### src/rtl/fft_ctrl_pkg.sv
// Shared types and constants for the 64-point radix-2 FFT sequencer.
package fft_pkg;

  localparam int FFT_LOG2N  = 6;
  localparam int FFT_N      = 64;
  localparam int N_BFLY     = 32;
  localparam int LAST_LEVEL = 5;

  typedef enum logic [2:0] {
    IDLE  = 3'd0,
    LOAD  = 3'd1,
    PROC  = 3'd2,
    DRAIN = 3'd3,
    OUT   = 3'd4
  } fft_state_t;

  // Status flags that depend only on the state being entered; they are
  // registered together with the state so the outputs come straight from flops.
  typedef struct packed {
    logic load;
    logic processing;
    logic done;
    logic busy;
    logic rd_valid;
  } fft_flags_t;

  function automatic fft_flags_t state_flags(input fft_state_t s);
    fft_flags_t f;
    f = '0;
    case (s)
      IDLE: f = '0;
      LOAD: begin
        f.load = 1'b1;
        f.busy = 1'b1;
      end
      PROC: begin
        f.processing = 1'b1;
        f.busy       = 1'b1;
        f.rd_valid   = 1'b1;
      end
      DRAIN: begin
        f.processing = 1'b1;
        f.busy       = 1'b1;
      end
      OUT: begin
        f.done = 1'b1;
        f.busy = 1'b1;
      end
      default: f = '0;
    endcase
    return f;
  endfunction

endpackage

### src/rtl/fft_ctrl_if.sv
// Control/status bundle between the FFT sequencer (master) and the
// address generator / data path side (slave).
interface fft_ctrl_if;

  logic       start;
  logic       sample_valid;
  logic       load;
  logic       processing;
  logic       done;
  logic       busy;
  logic [5:0] load_address;
  logic       load_we;
  logic [5:0] fft_level;
  logic [5:0] butterfly_iter;
  logic       rd_valid;
  logic [5:0] wr_fft_level;
  logic [5:0] wr_butterfly_iter;
  logic       wr_en;
  logic       bank_sel;
  logic       wr_bank_sel;
  logic [5:0] out_address;
  logic       out_valid;
  logic       fft_done;

  modport master (
    input  start, sample_valid,
    output load, processing, done, busy, load_address, load_we,
           fft_level, butterfly_iter, rd_valid,
           wr_fft_level, wr_butterfly_iter, wr_en,
           bank_sel, wr_bank_sel, out_address, out_valid, fft_done
  );

  modport slave (
    output start, sample_valid,
    input  load, processing, done, busy, load_address, load_we,
           fft_level, butterfly_iter, rd_valid,
           wr_fft_level, wr_butterfly_iter, wr_en,
           bank_sel, wr_bank_sel, out_address, out_valid, fft_done
  );

endinterface

### src/rtl/fft_ctrl_delay_line.sv
// Fixed-depth register pipeline; used to align read-side butterfly indices
// with the write-back of the same butterfly.
module delay_line #(
  parameter int WIDTH = 13,
  parameter int DEPTH = 2
) (
  input  logic             clk,
  input  logic             rst_n,
  input  logic [WIDTH-1:0] din_i,
  output logic [WIDTH-1:0] dout_o
);

  logic [WIDTH-1:0] stage_q [DEPTH];

  // Shift every cycle; reset clears all stages so no stale write survives.
  always_ff @(posedge clk or negedge rst_n) begin
    if (!rst_n) begin
      for (int i = 0; i < DEPTH; i++) begin
        stage_q[i] <= '0;
      end
    end else begin
      stage_q[0] <= din_i;
      for (int i = 1; i < DEPTH; i++) begin
        stage_q[i] <= stage_q[i-1];
      end
    end
  end

  assign dout_o = stage_q[DEPTH-1];

endmodule

### src/rtl/fft_ctrl.sv
// Top-level sequencer for the 64-point in-place FFT:
// LOAD -> 6 x (PROC 32 butterflies, DRAIN BFLY_LAT cycles) -> OUT.
module fft_ctrl
  import fft_pkg::*;
#(
  parameter int unsigned BFLY_LAT = 2
) (
  input  logic         clk,
  input  logic         reset_n,
  fft_ctrl_if.master   bus
);

  fft_state_t state_q;
  fft_flags_t flags_q;
  logic [5:0] load_address_q;
  logic [5:0] fft_level_q;
  logic [5:0] butterfly_iter_q;
  logic [2:0] drain_cnt_q;
  logic [5:0] out_address_q;
  logic       out_valid_q;
  logic       fft_done_q;
  logic [12:0] wb_in_s;
  logic [12:0] wb_out_s;

  // Main sequencer: state, counters and registered status flags.
  always_ff @(posedge clk or negedge reset_n) begin
    if (!reset_n) begin
      state_q          <= IDLE;
      flags_q          <= '0;
      load_address_q   <= 6'd0;
      fft_level_q      <= 6'd0;
      butterfly_iter_q <= 6'd0;
      drain_cnt_q      <= 3'd0;
      out_address_q    <= 6'd0;
      out_valid_q      <= 1'b0;
      fft_done_q       <= 1'b0;
    end else begin
      fft_done_q  <= 1'b0;
      // Synchronous output RAM: data for the address shown now is valid next cycle.
      out_valid_q <= (state_q == OUT);
      case (state_q)
        IDLE: begin
          if (bus.start) begin
            state_q        <= LOAD;
            flags_q        <= state_flags(LOAD);
            load_address_q <= 6'd0;
          end
        end
        LOAD: begin
          if (bus.sample_valid) begin
            if (load_address_q == 6'(FFT_N - 1)) begin
              state_q          <= PROC;
              flags_q          <= state_flags(PROC);
              load_address_q   <= 6'd0;
              fft_level_q      <= 6'd0;
              butterfly_iter_q <= 6'd0;
            end else begin
              load_address_q <= load_address_q + 6'd1;
            end
          end
        end
        PROC: begin
          if (butterfly_iter_q == 6'(N_BFLY - 1)) begin
            state_q          <= DRAIN;
            flags_q          <= state_flags(DRAIN);
            butterfly_iter_q <= 6'd0;
            drain_cnt_q      <= 3'd0;
          end else begin
            butterfly_iter_q <= butterfly_iter_q + 6'd1;
          end
        end
        DRAIN: begin
          // Hold reads off until every write of this level has landed.
          if (drain_cnt_q == 3'(BFLY_LAT - 1)) begin
            drain_cnt_q <= 3'd0;
            if (fft_level_q == 6'(LAST_LEVEL)) begin
              // Odd last level wrote bank 0; point the read bank back there.
              state_q       <= OUT;
              flags_q       <= state_flags(OUT);
              out_address_q <= 6'd0;
              fft_level_q   <= 6'd0;
            end else begin
              state_q     <= PROC;
              flags_q     <= state_flags(PROC);
              fft_level_q <= fft_level_q + 6'd1;
            end
          end else begin
            drain_cnt_q <= drain_cnt_q + 3'd1;
          end
        end
        OUT: begin
          if (out_address_q == 6'(FFT_N - 1)) begin
            state_q       <= IDLE;
            flags_q       <= state_flags(IDLE);
            out_address_q <= 6'd0;
            fft_done_q    <= 1'b1;
          end else begin
            out_address_q <= out_address_q + 6'd1;
          end
        end
        default: begin
          state_q <= IDLE;
          flags_q <= state_flags(IDLE);
        end
      endcase
    end
  end

  assign wb_in_s = {flags_q.rd_valid, fft_level_q, butterfly_iter_q};

  delay_line #(
    .WIDTH (13),
    .DEPTH (int'(BFLY_LAT))
  ) u_wb_pipe (
    .clk    (clk),
    .rst_n  (reset_n),
    .din_i  (wb_in_s),
    .dout_o (wb_out_s)
  );

  assign bus.load              = flags_q.load;
  assign bus.processing        = flags_q.processing;
  assign bus.done              = flags_q.done;
  assign bus.busy              = flags_q.busy;
  assign bus.rd_valid          = flags_q.rd_valid;
  assign bus.load_address      = load_address_q;
  assign bus.load_we           = flags_q.load & bus.sample_valid;
  assign bus.fft_level         = fft_level_q;
  assign bus.butterfly_iter    = butterfly_iter_q;
  assign bus.bank_sel          = fft_level_q[0];
  assign bus.wr_en             = wb_out_s[12];
  assign bus.wr_fft_level      = wb_out_s[11:6];
  assign bus.wr_butterfly_iter = wb_out_s[5:0];
  assign bus.wr_bank_sel       = wb_out_s[6];
  assign bus.out_address       = out_address_q;
  assign bus.out_valid         = out_valid_q;
  assign bus.fft_done          = fft_done_q;

endmodule

### src/flat_wrapper.sv
// flat-port wrapper written by rule: the top's interface ports become plain ports
module fft_ctrl_flat import fft_pkg::*;
#(
  parameter int unsigned BFLY_LAT = 2
)
  (clk, reset_n, bus_start, bus_sample_valid, bus_load, bus_processing, bus_done, bus_busy, bus_load_address, bus_load_we, bus_fft_level, bus_butterfly_iter, bus_rd_valid, bus_wr_fft_level, bus_wr_butterfly_iter, bus_wr_en, bus_bank_sel, bus_wr_bank_sel, bus_out_address, bus_out_valid, bus_fft_done);
  fft_ctrl_if bus_i ();
  input  logic clk;
  input  logic reset_n;
  input wire logic [$bits(bus_i.start)-1:0] bus_start;
  input wire logic [$bits(bus_i.sample_valid)-1:0] bus_sample_valid;
  output wire logic [$bits(bus_i.load)-1:0] bus_load;
  output wire logic [$bits(bus_i.processing)-1:0] bus_processing;
  output wire logic [$bits(bus_i.done)-1:0] bus_done;
  output wire logic [$bits(bus_i.busy)-1:0] bus_busy;
  output wire logic [$bits(bus_i.load_address)-1:0] bus_load_address;
  output wire logic [$bits(bus_i.load_we)-1:0] bus_load_we;
  output wire logic [$bits(bus_i.fft_level)-1:0] bus_fft_level;
  output wire logic [$bits(bus_i.butterfly_iter)-1:0] bus_butterfly_iter;
  output wire logic [$bits(bus_i.rd_valid)-1:0] bus_rd_valid;
  output wire logic [$bits(bus_i.wr_fft_level)-1:0] bus_wr_fft_level;
  output wire logic [$bits(bus_i.wr_butterfly_iter)-1:0] bus_wr_butterfly_iter;
  output wire logic [$bits(bus_i.wr_en)-1:0] bus_wr_en;
  output wire logic [$bits(bus_i.bank_sel)-1:0] bus_bank_sel;
  output wire logic [$bits(bus_i.wr_bank_sel)-1:0] bus_wr_bank_sel;
  output wire logic [$bits(bus_i.out_address)-1:0] bus_out_address;
  output wire logic [$bits(bus_i.out_valid)-1:0] bus_out_valid;
  output wire logic [$bits(bus_i.fft_done)-1:0] bus_fft_done;
  assign bus_i.start = bus_start;
  assign bus_i.sample_valid = bus_sample_valid;
  assign bus_load = bus_i.load;
  assign bus_processing = bus_i.processing;
  assign bus_done = bus_i.done;
  assign bus_busy = bus_i.busy;
  assign bus_load_address = bus_i.load_address;
  assign bus_load_we = bus_i.load_we;
  assign bus_fft_level = bus_i.fft_level;
  assign bus_butterfly_iter = bus_i.butterfly_iter;
  assign bus_rd_valid = bus_i.rd_valid;
  assign bus_wr_fft_level = bus_i.wr_fft_level;
  assign bus_wr_butterfly_iter = bus_i.wr_butterfly_iter;
  assign bus_wr_en = bus_i.wr_en;
  assign bus_bank_sel = bus_i.bank_sel;
  assign bus_wr_bank_sel = bus_i.wr_bank_sel;
  assign bus_out_address = bus_i.out_address;
  assign bus_out_valid = bus_i.out_valid;
  assign bus_fft_done = bus_i.fft_done;
  fft_ctrl #(.BFLY_LAT(BFLY_LAT)) u_core (.clk(clk), .reset_n(reset_n), .bus(bus_i));
endmodule
### config.mk
export PLATFORM = sky130hd
export DESIGN_NAME = fft_ctrl_flat
export DESIGN_NICKNAME = d
export VERILOG_FILES = /design/src/rtl/fft_ctrl_pkg.sv /design/src/rtl/fft_ctrl_if.sv /design/src/rtl/fft_ctrl_delay_line.sv /design/src/rtl/fft_ctrl.sv /design/src/flat_wrapper.sv
export SDC_FILE = /design/constraint.sdc
export NUM_CORES = 1
export LEC_CHECK = 0
export ABC_AREA = 1
export BUFFER_PORTS_ARGS = -buffer_cell sky130_fd_sc_hd__buf_4
export CORE_MARGIN = 2
export CORE_UTILIZATION = 50
export DETAILED_ROUTE_END_ITERATION = 6
export GPL_TIMING_DRIVEN = 0
export PLACE_DENSITY = 0.82
export SYNTH_ARGS = -nofsm -noshare
export SYNTH_HDL_FRONTEND = slang
export SYNTH_SLANG_ARGS = --single-unit
### constraint.sdc
create_clock -name clk -period 4.3 [get_ports clk]
set_clock_uncertainty 0.2 [all_clocks]
set_input_delay 0.86 -clock clk [delete_from_list [all_inputs] [get_ports clk]]
set_output_delay 0.86 -clock clk [all_outputs]
set_load 0.02 [all_outputs]
After elaboration in Yosys (flattened, before gate mapping)
Index checks and enable logic that the tools add are counted.

cells by class
  add/sub/neg operators = 5
  equal/unequal tests = 16
  muxes and demuxes = 36
  bitwise logic cells = 1
  reduce and logical (&&, ||, !) cells = 12

operators by type and width
  cell                                                             count
  6-bit two-way mux                                                11
  6-bit case mux with 2 select lines                               4
  5-bit two-way mux                                                6
  3-bit two-way mux                                                9
  5-bit case mux with 5 select lines                               1
  6-bit by 1-bit adder with 6-bit output, second input constant    4
  3-bit case mux with 5 select lines                               1
  6-bit == test, second input constant                             2
  2-bit nonzero test                                               5
  3-bit AND reduction                                              3
  2-bit by 1-bit != test with 1-bit output, second input constant  4
  3-bit by 1-bit == test with 1-bit output, second input constant  2
  3-bit by 2-bit == test with 1-bit output, second input constant  2
  6-bit by 3-bit == test with 1-bit output, second input constant  1
  6-bit by 5-bit == test with 1-bit output, second input constant  1
  2-bit != test, second input constant                             3
  3-bit case mux with 2 select lines                               1
  6-bit AND reduction                                              1
  4-bit two-way mux                                                1
  4-bit AND reduction                                              1
  3-bit by 1-bit adder with 3-bit output, second input constant    1
  3-bit == test, second input constant                             1
  3-bit zero test                                                  1
  1-bit two-way mux                                                2
  2 further kinds                                                  2

word-level totals
  register bits after elaboration = 63
  input port bits = 4
  output and inout port bits = 47
  logic and storage cells = 85

Depth between registers and ports, before layout
Gate-level depths: netlist of the first run.

  depth after elaboration = 4
  gate-level depth with buffers = 9
  depth with buffers taken out = 9

By module
Synthesis of the first run repeated with hierarchy kept, for this count alone.

second synthesis, totals
  cell total of the unflattened synthesis = 304
  area, all modules = 2731.4 um2

modules (own cells, without submodules)
  module      instances  cells each  area an instance (um2)  seq. area each (um2)
  fft_ctrl    1          265         1983.2                  875.8
  delay_line  1          39          748.2                   650.6

Worst setup path before layout of the first run
No wires, ideal clock.

  path kind = input port to output port
  from = in bus_sample_valid
  to = out bus_load_we
  arrival time = 1036 ps
  setup slack = 2204 ps
  stages = 2
  path buffers = 0
  cell sequence = nand2_1 -> inv_1

on the way
  word-level cells in the longest chain between the ends = 1

ends and longest elaborated chain
  item               line                RTL
  from (decl)        flat_wrapper.sv:11  input wire logic [$bits(bus_i.sample_valid)-1:0] bus_sample_valid;
  1-bit bitwise AND  fft_ctrl.sv:127     assign bus.load_we = flags_q.load & bus.sample_valid;
  to (decl)          flat_wrapper.sv:17  output wire logic [$bits(bus_i.load_we)-1:0] bus_load_we;

Every way passes these cells.

Final worst setup path of the first run
Same ends and word-level chain as after synthesis.

==> results of run 1 <==
[power breakdown]
part | internal [uW] | leakage, uW | switching, uW
logic | 380 | 0.000855 | 554
clock network | 314 | 0.000106 | 207
registers | 746 | 0.000793 | 126
[state kept, by name, indices dropped and copies added, names as in the netlist, 3 cells and up]
register,count
u_core.bus.butterfly_iter,6
u_core.bus.fft_level,6
u_core.bus.load_address,6
u_core.bus.out_address,6
u_core.drain_cnt_q,3
u_core.state_q,3
u_core.u_wb_pipe.dout_o,13
u_core.u_wb_pipe.stage_q,13
[synth_stat cells, types with 3 or more instances]
master and instances:
o21ai_0 13, nand4_1 6, nand2_1 63, or2_2 3, nor2_1 17, nand3_2 3
nor2_2 6, ha_1 5, nand3_1 25, buf_4 13, nand2_2 3, nor2_4 3
xnor2_1 4, dfrtp_1 61, inv_1 31
[layer usage]
layer / up-vias / GRT usage, %
met2: 47 / 28.5
met3: 11 / 3.76
li1: 1008 / -
met1: 939 / 21.2
met4: 0 / 8.93
met5: - / 0
[critical path, delay by kind of cell]
kind | cells | cell delay, ns
buf+inv | 3 | 0.29
simple gates | 1 | 0.05
[layout make-up]
cell class,count,share of cell area [%]
Multi-Input combinational cell,173,27.7
Inverter,33,3.70
Clock inverter,3,1.27
Sequential cell,61,45.6
Tap cell,70,2.62
Buffer,13,2.91
Clock buffer,13,5.04
Timing Repair Buffer,50,11.2
[path summary, 6_finish.rpt]
kind	from	endpoint	cells after the start
setup reg to reg	u_core.bus.butterfly_iter[0]	u_core.drain_cnt_q[2]	6
hold reg to reg	u_core.u_wb_pipe.stage_q[16]	u_core.u_wb_pipe.dout_o[3]	0
setup / recovery	bus_sample_valid	bus_load_we	4
max in group asynchronous	reset_n	u_core.u_wb_pipe.stage_q[16]	1
hold / removal	u_core.u_wb_pipe.stage_q[16]	u_core.u_wb_pipe.dout_o[3]	0
min in group asynchronous	reset_n	u_core.bus.load_address[1]	1
[stage by stage]
stage               area [um2]  total power [uW]  hold WS [ns]
floorplan                 2670              1500         0.131
global placement          3140              1780         0.132
detailed placement        3140              1820         0.135
CTS                       3350              2350         0.150
global route              3350              2490         0.156
finish                    3350              2330         0.145
[kinds of logic (layout without fill, tap and decap cells)]
family	count (synthesis)	after routing	synth area share, %
and+or+nand+nor	136	136	24.5
DFF	61	61	57.1
buffers and inverters	46	112	8.28
AOI/OAI and AO/OA	25	25	5.43
xor gates and xnor gates	6	6	1.97
adders and majority gates	5	5	2.34
muxes	1	1	0.374
==> run_results.csv, run 1 <==
group,metric,value,unit
worst_hold_path,hold_path_class,"reg -> reg",
timing,period_share,52.5,%
cts,tritoncts.num_buffers,9,
finish,fin_cells,416,
cts,postCtsSetupRepairBufs,0,
timing,max_slew.worst_pin.slew,0.737,ns
outcome,outcome,"completed",
detailed_routing,finalWirelength,4.78,mm
worst_setup_path,end_kind,"output port",
placement,placed_insts,400,
placement,dp_hpwl,3.39,mm
timing,unrepaired_setup_endpoints_after_global_routing,"false",
finish,post_route_cells_drive_above_1_share,29.5,%
floorplanning,io_pins,51,
timing,fin_tns_setup,0,ns
timing,finalSetupViolations,0,
finish,layout_common_cells,"nand2_1 (63), buf_4 (63), dfrtp_1 (61)",
power_and_ir_drop,power.density_cell_area,695,mW/mm2
worst_setup_path,cp_common_cell,"buf_4",
power_and_ir_drop,worst_ir_drop_vdd,350,uV
cts,ctsLongestPathBuffers,2,
yosys,synth_edf_count,0,
detailed_routing,met1Wirelength,2.12,mm
yosys,synth_fp_nets,289,
worst_setup_path,timing.critical_path.arrival,1.20,ns
yosys,ys_ff_latch,61,
worst_setup_path,critical_path_required,3.24,ns
cts,clk_latency,0.32,ns
detailed_routing,drt-pass1-iter-count,4,
cts,post_cts_resized,0,
yosys,synth_area_leaders,"dfrtp_1 (57%), nand2_1 (8.8%), nand3_1 (4.7%)",
timing,fmax,443,MHz
worst_setup_path,timing_worst_setup_path_type,"in -> out",
placement,pre_cts_ws,2.05,ns
detailed_routing,detailed_route_iter0_violations,66,
yosys,synth.largest_area_cell,"dfrtp_1",
finish,regArea,0.00153,mm2
timing,finalCriticalPeriod,2.26,ns
global_routing,grt_pass1_vias,1865,
global_routing,grt_start_max_net_pins,62,
placement,buffer_ports.inserted,50,
finish,fill_cells,436,
detailed_routing,routed.top_layer,"met4",
timing,max-slew-margin-rel,50.9,%
timing,timing_hold_violations_final,0,
yosys,syn_avg_cell_area,9.55,um2
timing,fin_ws,2.04,ns
yosys,synth_cell_types,30,
run,timing.max_cap.violations,0,
yosys,mappedNetlistArea,0.00267,mm2
worst_setup_path,ff2ff_setup_slack,2.42,ns
floorplanning,die_area,0.00595,mm2
global_routing,overflow,0,
cts,htreeDepth,3,
detailed_routing,met2WireLength,2.35,mm
yosys,netlist.area_leader.share,57.1,%
detailed_routing,post_drt_wl_per_cell,11.5,um
global_routing,antenna_found_initial,0,
floorplanning,coreArea,0.00514,mm2
yosys,yosys_most_used_dff,"dfrtp_1",
cts,root_buffer,"clkbuf_8",
finish,nets,350,
yosys,async_flop_share,100,%
yosys,synth_cells,280,
finish,finish.utilization,65.1,%
worst_setup_path,timing.critical_path.slowest_stage_cell,"buf_4",
worst_setup_path,crit_path_max_incr_delay,0.14,ns
floorplanning,rows,26,
cts,numClockSinks,61,
finish,antennaDiodeCount,0,
detailed_routing,antenna_left,0,
worst_setup_path,cp_cell_sequence,"buf_4, nand2_1, inv_1, buf_4",
floorplanning,die_x,77.1,um
detailed_routing,avgViaCountPerCell,4.82,
global_routing,gr-usage-all-layers,17.2,%
detailed_routing,total_length_of_routed_met3_wires,217,um
power_and_ir_drop,p_leak,0.00175,uW
detailed_routing,detail_route.drc_violations,0,
global_routing,grt_first_pass_wirelength,8.18,mm
yosys,ys_warn_count,0,
finish,combined_area_of_the_multi_input_logic_cells,926,um2
worst_setup_path,worst_setup_path_start_kind,"input pin",
worst_setup_path,cp_max_fo,2,
yosys,seq_area_frac_synth,57.1,%
floorplanning,floorplan.initialDensity,52.0,%
floorplanning,fp.dieH,77.1,um
cts,cts_tree,"built",
detailed_routing,num_vias,2005,
placement,gp_routability_congestion,0.829,
finish,area_growth_syn_to_layout,25.2,%
cts,number_of_buffers_added_to_fix_hold_violations_after_cts,0,
timing,report.final.slew_viol_count,0,
cts,cts.clk_slew.worst_paths,0.07,ns
Power figures use the tool's default switching activity.
==> inputs of run 2 (changes only) <==
--- a/config.mk
+++ b/config.mk
@@ -8,10 +8,10 @@
 export ABC_AREA = 1
 export BUFFER_PORTS_ARGS = -buffer_cell sky130_fd_sc_hd__buf_4
 export CORE_MARGIN = 2
-export CORE_UTILIZATION = 50
+export CORE_UTILIZATION = 49
 export DETAILED_ROUTE_END_ITERATION = 6
 export GPL_TIMING_DRIVEN = 0
-export PLACE_DENSITY = 0.82
+export PLACE_DENSITY = 0.84
 export SYNTH_ARGS = -nofsm -noshare
 export SYNTH_HDL_FRONTEND = slang
 export SYNTH_SLANG_ARGS = --single-unit
==> constraint.sdc (replaced) <==
create_clock -name clk -period 1.91 [get_ports clk]
set_clock_uncertainty 0.2 [all_clocks]
set_input_delay 0.382 -clock clk [delete_from_list [all_inputs] [get_ports clk]]
set_output_delay 0.382 -clock clk [all_outputs]
set_load 0.02 [all_outputs]
==> run_results.csv, run 2 (same netlist as run 1, synthesis figures left out) <==
group,metric,value,unit
floorplanning,coreArea,0.00517,mm2
cts,numClockSinks,61,
detailed_routing,avgViaCountPerCell,4.85,
detailed_routing,antenna_left,0,
power_and_ir_drop,totalPowerFinal,5090,uW
cts,cts_tree,"built",
finish,finish.utilization,64.5,%
timing,period_share,91.8,%
detailed_routing,detail_route.drc_violations,0,
finish,nets,351,
floorplanning,rows,26,
cts,ctsLongestPathBuffers,2,
timing,timing_hold_violations_final,0,
timing,max_slew.worst_pin.slew,0.730,ns
finish,area_growth_syn_to_layout,24.7,%
worst_hold_path,hold-path-cell-count,3,
worst_setup_path,cp_cell_sequence,"ha_1, nand3_1, nor2_1, nor2_2, nor2_1, nand3_2, nand2_1, nand2_1",
detailed_routing,num_vias,2023,
detailed_routing,finalWirelength,4.81,mm
worst_setup_path,worst_setup_path_start_kind,"register",
global_routing,grt_pass1_vias,1938,
worst_setup_path,worst_r2r_endpoint,"u_core.bus.load",
timing,finalSetupViolations,0,
cts,postCtsSetupRepairBufs,0,
global_routing,gr-usage-all-layers,17.9,%
outcome,outcome,"completed",
floorplanning,fp.dieH,77.9,um
floorplanning,die_area,0.00606,mm2
timing,fmax,570,MHz
global_routing,overflow,0,
timing,report.final.slew_viol_count,0,
detailed_routing,post_drt_wl_per_cell,11.5,um
global_routing,grt_start_max_net_pins,62,
cts,tritoncts.num_buffers,9,
worst_hold_path,worstHoldStart,"bus_start",
worst_setup_path,critical_path_required,1.93,ns
power_and_ir_drop,power.density_cell_area,1530,mW/mm2
worst_hold_path,hold_path_class,"in -> reg",
cts,root_buffer,"clkbuf_8",
finish,layout_common_cells,"nand2_1 (63), buf_4 (63), dfrtp_1 (61)",
worst_setup_path,timing_worst_setup_path_type,"reg -> reg",
placement,dp_hpwl,3.36,mm
timing,max-slew-margin-rel,51.3,%
timing,finalCriticalPeriod,1.75,ns
worst_setup_path,timing.critical_path.arrival,1.78,ns
power_and_ir_drop,p_leak,0.00175,uW
placement,gp_routability_congestion,0.785,
cts,cts.clk_slew.worst_paths,0.06,ns
power_and_ir_drop,worst_ir_drop_vdd,808,uV
run,timing.max_cap.violations,0,
worst_setup_path,ff2ff_setup_slack,0.16,ns
finish,antennaDiodeCount,0,
cts,clk_latency,0.34,ns
worst_setup_path,reg_to_reg_start,"u_core.bus.out_address[0]",
timing,unrepaired_setup_endpoints_after_global_routing,"false",
worst_hold_path,whs_endpoint,"u_core.bus.load",
finish,post_route_cells_drive_above_1_share,29.7,%
global_routing,antenna_found_initial,0,
worst_setup_path,crit_path_max_incr_delay,0.42,ns
cts,htreeDepth,3,
worst_setup_path,end_kind,"register",
worst_setup_path,cp_max_fo,5,
global_routing,grt_first_pass_wirelength,8.43,mm
worst_setup_path,r2r_cells,8,
timing,fin_tns_setup,0,ns
detailed_routing,drt-pass1-iter-count,4,
timing,whs,0.144,ns
floorplanning,io_pins,51,
floorplanning,die_x,77.9,um
floorplanning,floorplan.initialDensity,51.7,%
worst_setup_path,timing.critical_path.slowest_stage_cell,"dfrtp_1",
placement,buffer_ports.inserted,50,
detailed_routing,detailed_route_iter0_violations,98,
## run 2: changes by cell type in the layout (fill, tap and decap cells not counted), sizes merged
cell / before / now
bufinv: 1 / 0
clkbuf: 13 / 12
clkinv: 1 / 3
dlygate4sd3: 0 / 1
## run 2: layout make-up
type                       instances  area [um2]
buffer                            13        97.6
clock buffer                      12         155
clock inverter                     4        22.5
fill                             418        1840
inverter                          33         124
multi-input combinational        173         936
sequential                        61        1530
tap                               70        87.6
timing repair buffer              51         385
## run 2: how the worst max path moves through the flow
| stage | start | endpoint | slack (ns) |
|---|---|---|---|
| finish | u_core.bus.out_address[0] | u_core.bus.load | 0.16 |
| global route | u_core.bus.load_address[0] | u_core.bus.fft_level[3] | 0.03 |
| CTS | u_core.bus.butterfly_iter[0] | u_core.drain_cnt_q[2] | 0.06 |
| detailed placement | u_core.bus.butterfly_iter[0] | u_core.drain_cnt_q[2] | 0.07 |
| global placement | u_core.bus.butterfly_iter[0] | u_core.drain_cnt_q[1] | 0.11 |
| floorplan | u_core.bus.butterfly_iter[0] | u_core.drain_cnt_q[1] | 0.13 |
## run 2: layer usage
layer / wire length, um / part of all wire (%) / global-route usage, %
met1: 1990 / 41 / 21.0
met5: 0 / 0 / 0
met2: 2390 / 50 / 28.7
met4: 124 / 2.6 / 13.6
met3: 299 / 6.2 / 3.95
## run 2: report_power, final
group          switching [uW]  internal (uW)  total [uW]  leakage (uW)
Clock                     466            534        1000     0.0000921
Combinational            1250            865        2110      0.000860
Sequential                291           1680        1970      0.000793
## run 2: critical path: cells and delay by family, from the launching register on
| kind | cells | cell delay [ns] |
|---|---|---|
| adder cells (fa/ha/maj) | 1 | 0.21 |
| flip-flops | 1 | 0.42 |
| AND/OR/NAND/NOR | 7 | 0.80 |
## run 2: through the flow
stage | area [um2] | setup slack (ns) | instances
2_1_floorplan | 2670 | 0.130 | 280
3_3_place_gp | 3140 | 0.110 | 400
3_5_place_dp | 3140 | 0.0664 | 400
4_1_cts | 3320 | 0.0553 | 417
5_1_grt | 3330 | 0.0309 | 417
6_report | 3330 | 0.156 | 417
## run 2: repair_timing
action | CTS | global route
endpoints found under the hold margin | 61 | 0
hold buffers | 1 | 0
endpoints found under the setup margin | 0 | 4
gates resized for setup | 0 | 3
==> inputs of run 3 (changes only) <==
--- a/config.mk
+++ b/config.mk
@@ -7,11 +7,13 @@
 export LEC_CHECK = 0
 export ABC_AREA = 1
 export BUFFER_PORTS_ARGS = -buffer_cell sky130_fd_sc_hd__buf_4
+export CELL_PAD_IN_SITES_DETAIL_PLACEMENT = 0
+export CELL_PAD_IN_SITES_GLOBAL_PLACEMENT = 1
 export CORE_MARGIN = 2
-export CORE_UTILIZATION = 49
+export CORE_UTILIZATION = 37
 export DETAILED_ROUTE_END_ITERATION = 6
-export GPL_TIMING_DRIVEN = 0
-export PLACE_DENSITY = 0.84
+export PLACE_DENSITY = 0.83
 export SYNTH_ARGS = -nofsm -noshare
 export SYNTH_HDL_FRONTEND = slang
 export SYNTH_SLANG_ARGS = --single-unit
+export TNS_END_PERCENT = 50
==> run_results.csv, run 3 (same netlist as run 1, synthesis figures left out) <==
group,metric,value,unit
cts,cts.clk_slew.worst_paths,0.07,ns
worst_setup_path,end_kind,"register",
global_routing,grt_start_max_net_pins,37,
timing,max-slew-margin-rel,75.9,%
worst_setup_path,ff2ff_setup_slack,0.19,ns
power_and_ir_drop,worst_ir_drop_vdd,508,uV
floorplanning,die_area,0.00792,mm2
detailed_routing,drt-pass1-iter-count,4,
timing,max_slew.worst_pin.slew,0.361,ns
power_and_ir_drop,total_switching_power,2000,uW
power_and_ir_drop,internal_power,3250,uW
global_routing,grt_first_pass_wirelength,8.27,mm
power_and_ir_drop,clockPowerShare,24.6,%
timing,finalCriticalPeriod,1.72,ns
global_routing,antenna_found_initial,0,
power_and_ir_drop,power.density_cell_area,1570,mW/mm2
power_and_ir_drop,share_seq_of_total_power,37.5,%
timing,fmax,581,MHz
worst_setup_path,reg_to_reg_start,"u_core.bus.load_address[0]",
finish,finish.utilization,48.4,%
detailed_routing,avgViaCountPerCell,4.45,
worst_hold_path,hold_path_class,"in -> reg",
finish,nets,341,
placement,gp_routability_congestion,0.775,
worst_setup_path,worst_r2r_endpoint,"u_core.bus.butterfly_iter[2]",
worst_hold_path,worstHoldStart,"bus_start",
timing,timing_hold_violations_final,0,
worst_hold_path,hold-path-cell-count,3,
placement,buffer_ports.inserted,50,
run,timing.max_cap.violations,0,
detailed_routing,finalWirelength,4.99,mm
worst_setup_path,cp_max_fo,6,
global_routing,overflow,0,
cts,ctsLongestPathBuffers,2,
cts,root_buffer,"clkbuf_8",
detailed_routing,post_drt_wl_per_cell,11.5,um
worst_setup_path,timing.critical_path.slowest_stage_cell,"dfrtp_1",
worst_hold_path,whs_endpoint,"u_core.bus.load",
finish,post_route_cells_drive_above_1_share,27.6,%
timing,unrepaired_setup_endpoints_after_global_routing,"false",
outcome,outcome,"completed",
floorplanning,fp.dieH,89.0,um
floorplanning,floorplan.initialDensity,38.7,%
detailed_routing,detail_route.drc_violations,0,
finish,antennaDiodeCount,0,
cts,numClockSinks,61,
timing,finalSetupViolations,0,
power_and_ir_drop,totalPowerFinal,5250,uW
finish,fill_cells,660,
detailed_routing,detailed_route_iter0_violations,80,
global_routing,grt_pass1_vias,1799,
cts,tritoncts.num_buffers,9,
timing,period_share,90.2,%
floorplanning,rows,30,
cts,htreeDepth,3,
detailed_routing,antenna_left,0,
power_and_ir_drop,p_leak,0.00172,uW
power_and_ir_drop,swShare,38.1,%
global_routing,gr-usage-all-layers,13.8,%
finish,area_growth_syn_to_layout,25.1,%
finish,commonest_non_fill_non_tap_cell_in_the_layout,"nand2_1",
worst_setup_path,worst_setup_path_start_kind,"register",
detailed_routing,num_vias,1926,
cts,clk_latency,0.33,ns
finish,layout_common_cells,"nand2_1 (63), dfrtp_1 (61), buf_4 (52)",
cts,postCtsSetupRepairBufs,0,
worst_setup_path,timing_worst_setup_path_type,"reg -> reg",
power_and_ir_drop,combPwrFrac,37.9,%
floorplanning,io_pins,51,
worst_setup_path,r2r_cells,6,
timing,report.final.slew_viol_count,0,
cts,cts_tree,"built",
timing,fin_tns_setup,0,ns
floorplanning,coreArea,0.00691,mm2
worst_setup_path,critical_path_required,1.91,ns
worst_setup_path,cp_cell_sequence,"ha_1, nand3_1, nor2_2, nand2_1, a21oi_2, o21ai_0",
placement,dp_hpwl,3.60,mm
worst_setup_path,timing.critical_path.arrival,1.73,ns
worst_setup_path,crit_path_max_incr_delay,0.41,ns
floorplanning,die_x,89.0,um
run 3: worst max-delay path by stage:
stage / to / cells past startpoint / startpoint / slack, ns
after floorplan: u_core.drain_cnt_q[1] / 6 / u_core.bus.butterfly_iter[0] / 0.13
after global placement: u_core.drain_cnt_q[2] / 6 / u_core.bus.butterfly_iter[1] / 0.17
after detailed placement: u_core.drain_cnt_q[2] / 6 / u_core.bus.butterfly_iter[1] / 0.1
after CTS: u_core.drain_cnt_q[2] / 6 / u_core.bus.butterfly_iter[1] / 0.06
after global routing: u_core.bus.load / 8 / u_core.bus.load_address[0] / 0.01
final: u_core.bus.butterfly_iter[2] / 6 / u_core.bus.load_address[0] / 0.19
run 3: stage by stage:
stage / setup WS, ns / hold WS, ns / cell area, um2 / instances
3_5_place_dp: 0.0951 / 0.124 / 3110 / 416
5_1_grt: 0.0117 / 0.152 / 3340 / 433
6_report: 0.188 / 0.133 / 3340 / 433
2_1_floorplan: 0.130 / -0.114 / 2670 / 280
4_1_cts: 0.0568 / 0.129 / 3340 / 433
3_3_place_gp: 0.172 / 0.121 / 3110 / 416
run 3: layout make-up:
cell class / instances / area [um2] / area share, %
Timing Repair Buffer: 54 / 420 / 12.6
Clock buffer: 12 / 155 / 4.64
Clock inverter: 4 / 70.1 / 2.10
Sequential cell: 61 / 1530 / 45.6
Tap cell: 96 / 120 / 3.59
Inverter: 33 / 124 / 3.70
Multi-Input combinational cell: 173 / 928 / 27.8
run 3: layer usage:
metal  vias up  track usage (%)  part of all wire [%]
met4         0             8.01                   2.0
met5         -                0                     0
met2        34             20.8                    46
met1       890             17.6                    48
li1        992                -                     -
met3        10             4.43                   3.6
run 3: worst max-delay path, delay by kind of cell, from the launching register on:
family	cells	cell delay [ns]
DFF	1	0.41
and+or+nand+nor	3	0.40
AOI/OAI and AO/OA	2	0.39
adders and majority gates	1	0.20
run 3: power by group through the flow:
stage	sequential [uW]	combinational, uW	clock, uW
after global routing	2030	2210	1370
final	1970	1990	1290
after CTS	1980	2010	1310
after detailed placement	1990	2000	0
after global placement	1970	1990	0
after floorplan	2140	1230	0
run 3: what timing repair did:
action                     in CTS  in global routing
hold buffers                    1                  0
setup endpoints to repair       0                  3
resized for setup               0                  2
hold endpoints to repair       25                  0
